**src/rtl/biquad_coeff_bank.sv**
```systemverilog
// Double-buffered biquad coefficient bank.
// Writes land in a shadow copy; a commit request arms the bank, and the next
// frame strobe copies every dirty channel's shadow into the active copy at once.
//
// Handshake: a request (wr_i or rd_i) is held until ack_o. It is accepted on a
// clock edge where ack_o is low; writes are also held off while busy_o is high.
// ack_o is high for exactly the cycle after acceptance, and dat_o is valid then.
module biquad_coeff_bank #(
   parameter  int NCH    = 4,
   parameter  int NCOEFF = 8,
   parameter  int CBITS  = 18,
   parameter  int CFRAC  = 14,
   localparam int AW     = $clog2(NCH) + $clog2(NCOEFF) + 1
) (
   input  logic                          clk_i,
   input  logic                          rst_ni,
   input  logic                          wr_i,
   input  logic                          rd_i,
   input  logic [AW-1:0]                 adr_i,
   input  logic [31:0]                   dat_i,
   output logic [31:0]                   dat_o,
   output logic                          ack_o,
   input  logic                          update_i,
   input  logic                          frame_i,
   output logic [NCH*NCOEFF*CBITS-1:0]   coeff_o,
   output logic [NCH-1:0]                load_o,
   output logic [NCH-1:0]                dirty_o,
   output logic                          busy_o
);

   localparam int IW  = $clog2(NCOEFF);
   localparam int CHW = (NCH > 1) ? $clog2(NCH) : 1;
   localparam logic [CBITS-1:0] UNITY = {{(CBITS-1){1'b0}}, 1'b1} << CFRAC;

   typedef enum logic [1:0] {IDLE, ARMED, COMMIT} state_t;

   state_t state, state_n;

   logic [CBITS-1:0] shadow [NCH][NCOEFF];
   logic [CBITS-1:0] active [NCH][NCOEFF];

   logic [AW-2:0] low_bits;
   logic [AW-2:0] ch_full;
   logic [CHW-1:0] ch_sel;
   logic [IW-1:0] idx_sel;
   logic is_ctrl_space, is_ctrl, ch_ok;
   logic acc_wr, acc_rd, coef_wr, ctrl_commit, commit_req, any_dirty;
   logic update_q;
   logic [31:0] rd_val;
   logic unused_bits;

   // Address decode: MSB clear is coefficient space {ch,idx}, MSB set is control.
   assign low_bits      = adr_i[AW-2:0];
   assign ch_full       = low_bits >> IW;
   assign ch_sel        = ch_full[CHW-1:0];
   assign idx_sel       = adr_i[IW-1:0];
   assign is_ctrl_space = adr_i[AW-1];
   assign is_ctrl       = is_ctrl_space && (low_bits == '0);
   assign ch_ok         = !is_ctrl_space && (ch_full < (AW-1)'(NCH));

   assign busy_o      = (state != IDLE);
   assign acc_wr      = wr_i && !ack_o && !busy_o;
   assign acc_rd      = rd_i && !wr_i && !ack_o;
   assign coef_wr     = acc_wr && ch_ok;
   assign ctrl_commit = acc_wr && is_ctrl && dat_i[0];
   // A held update_i only counts on its rising edge.
   assign commit_req  = (update_i && !update_q) || ctrl_commit;
   // A write accepted this cycle counts as dirty for arming.
   assign any_dirty   = (|dirty_o) || coef_wr;
   assign unused_bits = ^dat_i;

   // Read mux: status word, sign-extended shadow coefficient, or zero.
   always_comb begin
      rd_val = '0;
      if (is_ctrl) begin
         rd_val[16]      = busy_o;
         rd_val[NCH-1:0] = dirty_o;
      end else if (ch_ok) begin
         rd_val = 32'($signed(shadow[ch_sel][idx_sel]));
      end
   end

   // Commit FSM state register.
   always_ff @(posedge clk_i or negedge rst_ni) begin
      if (!rst_ni) state <= IDLE;
      else         state <= state_n;
   end

   // Commit FSM next state: arm on request with something dirty, commit on frame.
   always_comb begin
      state_n = state;
      case (state)
         IDLE:    if (commit_req && any_dirty) state_n = ARMED;
         ARMED:   if (frame_i) state_n = COMMIT;
         COMMIT:  state_n = IDLE;
         default: state_n = IDLE;
      endcase
   end

   // Bus acknowledge, read data and update_i edge history.
   always_ff @(posedge clk_i or negedge rst_ni) begin
      if (!rst_ni) begin
         ack_o    <= 1'b0;
         dat_o    <= '0;
         update_q <= 1'b0;
      end else begin
         ack_o    <= acc_wr || acc_rd;
         dat_o    <= acc_rd ? rd_val : '0;
         update_q <= update_i;
      end
   end

   // Shadow/active storage, dirty tracking and the per-channel load pulse.
   always_ff @(posedge clk_i or negedge rst_ni) begin
      if (!rst_ni) begin
         load_o  <= '0;
         dirty_o <= '0;
         for (int c = 0; c < NCH; c++) begin
            for (int k = 0; k < NCOEFF; k++) begin
               shadow[c][k] <= (k == 0) ? UNITY : '0;
               active[c][k] <= (k == 0) ? UNITY : '0;
            end
         end
      end else begin
         load_o <= '0;
         if (state == COMMIT) begin
            load_o  <= dirty_o;
            dirty_o <= '0;
            for (int c = 0; c < NCH; c++) begin
               if (dirty_o[c]) active[c] <= shadow[c];
            end
         end
         if (coef_wr) begin
            shadow[ch_sel][idx_sel] <= dat_i[CBITS-1:0];
            dirty_o[ch_sel]         <= 1'b1;
         end
      end
   end

   // Flatten the active bank onto coeff_o.
   for (genvar gc = 0; gc < NCH; gc++) begin : g_ch
      for (genvar gk = 0; gk < NCOEFF; gk++) begin : g_k
         assign coeff_o[(gc*NCOEFF+gk)*CBITS +: CBITS] = active[gc][gk];
      end
   end

endmodule
```
**config.mk**
```make
export PLATFORM = sky130hd
export DESIGN_NAME = biquad_coeff_bank
export DESIGN_NICKNAME = d
export VERILOG_FILES = /design/src/rtl/biquad_coeff_bank.sv
export SDC_FILE = /design/constraint.sdc
export NUM_CORES = 2
export LEC_CHECK = 0
export BUFFER_PORTS_ARGS = -buffer_cell sky130_fd_sc_hd__buf_2
export CORE_MARGIN = 1.5
export CORE_UTILIZATION = 45
export CTS_CLUSTER_SIZE = 16
export DETAILED_ROUTE_END_ITERATION = 10
export PLACE_DENSITY_LB_ADDON = 0.3
export SLEW_MARGIN = 20
export SYNTH_ARGS = -nofsm -noshare
export SYNTH_HDL_FRONTEND = slang
export SYNTH_SLANG_ARGS = --single-unit
```
**constraint.sdc**
```tcl
create_clock -name clk_i -period 3.5 [get_ports clk_i]
set_input_delay 0.7 -clock clk_i [delete_from_list [all_inputs] [get_ports clk_i]]
set_output_delay 0.7 -clock clk_i [all_outputs]
set_load 0.01 [all_outputs]
```
; ---- Word-level counts from Yosys, hierarchy flattened
; Cells that the tools add are included.
[word_totals]
regBits = 1196
latchBits = 0
ram_bits = 0
mem_bits_ro = 0
inputBits = 44
output_inout_bits = 618
wordCells = 140
memories = 0
[op_classes]
n_addsub = 0
mul = 0
div_mod_pow = 0
n_lt_le_gt_ge = 7
eq_ne = 4
n_shift = 0
n_mux = 25
n_bitwise = 3
n_reduce_logical = 31
[ops]
columns = operator, n
row1 = 576-bit bitwise mux, 1
row2 = 144-bit 2-to-1 mux, 3
row3 = 144-bit binary-select mux with 2-bit select, 1
row4 = 144-bit demux with 2-bit select, 1
row5 = 32-bit 2-to-1 mux, 2
row6 = 18-bit binary-select mux with 3-bit select, 1
row7 = 18-bit demux with 3-bit select, 1
row8 = 18-bit 2-to-1 mux, 3
row9 = 4-bit 2-to-1 mux, 4
row10 = 15-bit 2-to-1 mux, 1
row11 = 1-bit logical AND, 14
row12 = 12-bit 2-to-1 mux, 1
row13 = 2-bit AND reduction, 5
row14 = "2-bit by 3-bit less-than comparator with 1-bit output, second input constant", 2
row15 = 1-bit logical NOT, 5
row16 = 5-bit logical NOT, 1
row17 = "4-bit >= comparator, second input constant", 1
row18 = "4-bit by 1-bit less-than comparator with 1-bit output, second input constant", 1
row19 = 2-bit 2-to-1 mux, 2
row20 = "2-bit inequality test, second input constant", 2
row21 = 3-bit inverter with 4-bit output, 1
row22 = 4-bit OR, 1
row23 = 2-bit case mux with 2 select lines, 1
row24 = 4-bit OR reduction, 1
row25 = other kinds (11), 14

; ---- Depth between registers and ports, before layout
[depth]
word_depth = 10
ltp_mapped = 8
mapped_depth_nobuf = 5

; ---- Least setup slack after synthesis
; Ideal clock, no wire load.
[synth_timing]
path_type = input port to flip-flop
start = in adr_i[3]
end = reg dat_o[13]
setup_ns = 0.137
t_arrival_ns = 2.402
required_time_ns = 3.363
path_slack_ns = 0.961
cell_stages = 6
n_path_buf = 3
path_cell_list = clkbuf_1 -> buf_2 -> buf_2 -> mux4_2 -> a221oi_1 -> a31oi_1
[synth_between]
elab_chain_cells = 10
word_cells_on_any_way = 14
classes_between = 1 x order compare / 9 x mux / 1 x bitwise / 3 x reduce/logical
[synth_rtl]
columns = item, line
row1 = "start, declared", 19  ; input logic [AW-1:0] adr_i,
row2 = 2-bit inverter with 3-bit output (implied by the code), 79  ; rd_val = 32'($signed(shadow[ch_sel][idx_sel]));
row3 = 144-bit binary-select mux with 2-bit select, 79
row4 = 144-bit 2-to-1 mux (implied by the code) (2 in series), 79
row5 = 18-bit binary-select mux with 3-bit select, 79
row6 = 18-bit 2-to-1 mux (implied by the code) (2 in series), 79
row7 = 32-bit 2-to-1 mux, 78  ; end else if (ch_ok) begin
row8 = 12-bit 2-to-1 mux *, 75  ; if (is_ctrl) begin
row9 = 32-bit 2-to-1 mux *, 108  ; dat_o <= acc_rd ? rd_val : '0;
row10 = "end signal, assigned", 108
row11 = "end, declared", 21  ; output logic [31:0] dat_o,
; Mark *: on every way between the ends. The rest lies on a longest branch, timed or not. The select of a mux whose other input is x is not followed.
; A chain may end at the register's enable or synchronous reset.

; ---- Worst setup path in the final report
[layout_timing]
start = reg state[1]
end = reg shadow[442] (netlist name)
[layout_between]
elab_chain_cells = 4
[layout_rtl]
columns = item, line
row1 = "start, declared", 37  ; state_t state, state_n;
row2 = "start signal, assigned", 86  ; else state <= state_n;
row3 = 2-bit nonzero test, 61  ; assign busy_o = (state != IDLE);
row4 = 1-bit logical NOT, 62  ; assign acc_wr = wr_i && !ack_o && !busy_o;
row5 = 1-bit logical AND, 62
row6 = 1-bit logical AND, 64  ; assign coef_wr = acc_wr && ch_ok;
row7 = "end signal, assigned by index", 120  ; shadow[c][k] <= (k == 0) ? UNITY : '0;
row8 = "end signal, assigned by index", 134  ; shadow[ch_sel][idx_sel] <= dat_i[CBITS-1:0];
row9 = "end, declared", 39  ; logic [CBITS-1:0] shadow [NCH][NCOEFF];
; No other way between the ends.

==> results.sh <==
export IMPL_viasPerCell=5.72
export IMPL_start_util_pct=45.3
export IMPL_numCtsBuffers=130
export IMPL_critPathMaxFanout=18
export IMPL_mappedNetlistArea_mm2=0.0485
export IMPL_drc=0
export IMPL_syn_to_final_growth_pct=20.1
export IMPL_synth_cells=2980
export IMPL_crit_arrival_ps=3440
export IMPL_r2r_setup_slack_ps=690
export IMPL_overflow=0
export IMPL_fp_dieW_um=331
export IMPL_die_y_um=331
export IMPL_dp_cells=4922
export IMPL_clockBufferDepth=3
export IMPL_clk_pin_slew_ps=60
export IMPL_tightest_slew_ps=990
export IMPL_grt_pass1_wl_um=223000
export IMPL_grt_max_degree=119
export IMPL_finalWirelength_um=155000
export IMPL_ios=662
export IMPL_status="finished, final reports clean"
export IMPL_cp_required_ps=4130
export IMPL_crit_cells=5
export IMPL_track_usage_pct=28.2
export IMPL_synth_warnings=0
export IMPL_crit_chain="or4b_4 -> nor2_8 -> nand2_4 -> nor2_4 -> mux2_2"
export IMPL_power_density_mw_per_mm2=681
export IMPL_cts_tree="done"
export IMPL_p_leak_nw=30.8
export IMPL_end_kind="register"
export IMPL_period_share_pct=80.4
export IMPL_postSynthAreaPerCell_um2=16.3
export IMPL_ys_flop_type="dfrtp_1"
export IMPL_hold_path_class="in2reg"
export IMPL_switching_share_pct=29.1
export IMPL_switchingPower_mw=11.6
export IMPL_post_place_ws_ps=400
export IMPL_drv_cap=0
export IMPL_rsz0062_at_grt="no"
export IMPL_finalCoreUtilization_pct=54.4
export IMPL_wire_per_inst_um=30.0
export IMPL_fin_cells=5147
export IMPL_portBuffers=647
export IMPL_hold_end="update_q"
export IMPL_row_count=120
export IMPL_synth_seq_cells=1182
export IMPL_first_global_vias=30300
export IMPL_combPwrFrac_pct=18.8
export IMPL_synth_nets=3024
export IMPL_p_int_mw=28.1
export IMPL_seq_area_frac_synth_pct=61.0
export IMPL_max_slew_margin_pct=33.9
export IMPL_reg2reg_depth=5
export IMPL_dieArea_mm2=0.110
export IMPL_worstReg2RegStart="state[1]"
export IMPL_vias=29400
export IMPL_cts_sinks=1182
export IMPL_hpwl_um=106000
export IMPL_reg2reg_to="shadow[442]"
export IMPL_hold_viol_final=0
export IMPL_setup_tns_ps=0
export IMPL_holdCritStartpoint="update_i"
export IMPL_firstDrtPassIters=5
export IMPL_postRouteAntennaNets=0
export IMPL_post_cts_resized=0
export IMPL_slew_viol_final=0
export IMPL_slowest_delay_ps=820
export IMPL_min_period_ps=2810
export IMPL_fin_nets=3696
export IMPL_setup_violations=0
export IMPL_num_antenna_cells=0
export IMPL_fin_ws_ps=687
export IMPL_synthArstFlopShare_pct=100
export IMPL_vdd_drop_max_mv=0.470
export IMPL_cp_slowest_cell="nor2_4"
export IMPL_skew_ps=23.9
export IMPL_p_seq_share_pct=46.0
export IMPL_yosysUniqueCellTypes=45
export IMPL_finalWeightedCongestion=0.899
export IMPL_cts_root_buf="clkbuf_16"
export IMPL_power_mw=39.7
export IMPL_crit_family="simple AND/OR/NAND/NOR gates"
export IMPL_worstPathBufferInverterCount=0
export IMPL_whs_path_depth=1
export IMPL_pwr_share_clk_pct=35.1
export IMPL_clkLatencyLatePin_ps=750
export IMPL_fmax_mhz=356
export IMPL_critical_path_class="reg2reg"
export IMPL_htreeDepth=4
export IMPL_drtIter0Drc=1943
export IMPL_antenna_found_initial=2
export IMPL_drive_above_1_share_pct=60.5
export IMPL_coreArea_mm2=0.107
export IMPL_synth_edff_count=0
export IMPL_startpoint_type="register"
==> worst max-delay path by stage <==
stage               startpoint  slack, ps          end
CTS                   state[1]        710  shadow[442]
global placement          wr_i        470  shadow[465]
detailed placement        wr_i        400  shadow[442]
global route          state[1]        630  shadow[447]
finish                state[1]        690  shadow[442]
floorplan             adr_i[3]        960    dat_o[13]
==> cells by family after synthesis <==
family                 share of synthesized area, %
DFF                                            61.0
AOI/OAI and AO/OA                              1.77
buffers and inverters                          2.12
and+or+nand+nor                                2.09
muxes                                          33.0
==> state kept, by name (all words and copies together), names as in the netlist <==
name      cells
coeff_o     576
shadow      576
dat_o        18
dirty_o       4
load_o        4
state         2
ack_o         1
update_q      1
==> layout by cell type (no fill, tap or decap), drive strengths merged, types with 17 or more instances in the layout <==
| master | n |
|---|---|
| mux4 | 104 |
| mux2i | 80 |
| a22o | 18 |
| mux2 | 1144 |
| dfrtp | 1174 |
| clkinv | 22 |
| a22oi | 26 |
| nand2 | 39 |
| clkbuf | 181 |
| buf | 758 |
| o22ai | 40 |
| inv | 17 |
| nor2 | 33 |
==> what timing repair did <==
action | in CTS | in global routing
endpoints found under the setup margin | 0 | 0
hold buffers | 1 | 0
buffers inserted | 0 | 0
hold endpoints to repair | 58 | 0
==> metal layers <==
metal	vias to the layer above	global-route usage (%)	wire length [µm]
li1	12300	-	-
met1	16000	36.2	63700
met3	225	6.82	9740
met5	-	0	25
met4	4	10.3	5550
met2	908	46.6	75600
==> metrics by stage <==
stage	hold WS, ps	cell area [µm²]
final	123	58200
after global routing	88.9	58200
after CTS	55.0	58200
after detailed placement	488	53900
after global placement	483	53900
after floorplan	404	48500
==> synth_stat cells (all sizes together) (2+ instances only) <==
master | number | area, µm²
mux4 | 104 | 2340
dfstp | 8 | 210
inv | 6 | 22.5
or2 | 3 | 18.8
o22ai | 40 | 250
nor4 | 10 | 62.6
nand2b | 4 | 25.0
nand2 | 39 | 214
a22oi | 26 | 195
dfrtp | 1174 | 29400
a22o | 18 | 158
or4bb | 6 | 67.6
or4b | 5 | 53.8
mux2i | 80 | 801
o21ai | 8 | 40.0
nor2b | 5 | 31.3
nand4b | 4 | 35.0
or4 | 2 | 15.0
mux2 | 1144 | 12900
or3 | 2 | 12.5
a221oi | 13 | 114
nand3 | 3 | 27.5
a31oi | 13 | 81.3
and2 | 3 | 18.8
nor2 | 33 | 385
buf | 67 | 437
clkbuf | 152 | 571
==> worst register-to-register path, delay by kind of cell, from the launching register on <==
family | cells | cell delay [ps]
mux | 1 | 440
simple gates | 4 | 1830
flops | 1 | 430
==> power by group through the flow <==
stage	combinational, mW	sequential, mW	clock [mW]
after global placement	7.41	18.4	0
after detailed placement	7.55	18.5	0
after CTS	7.59	18.2	14.2
after floorplan	3.40	18.5	0
final	7.48	18.3	13.9
after global routing	7.96	18.5	14.7
==> final cells by class <==
class	count	area [µm²]
Multi-Input combinational cell	1573	18000
Sequential cell	1182	29600
Clock inverter	43	621
Timing Repair Buffer	759	4590
Tap cell	1403	1760
Fill cell	8802	48800
Clock buffer	181	3720
Inverter	6	22.5
Power figures use the tool's default switching activity.
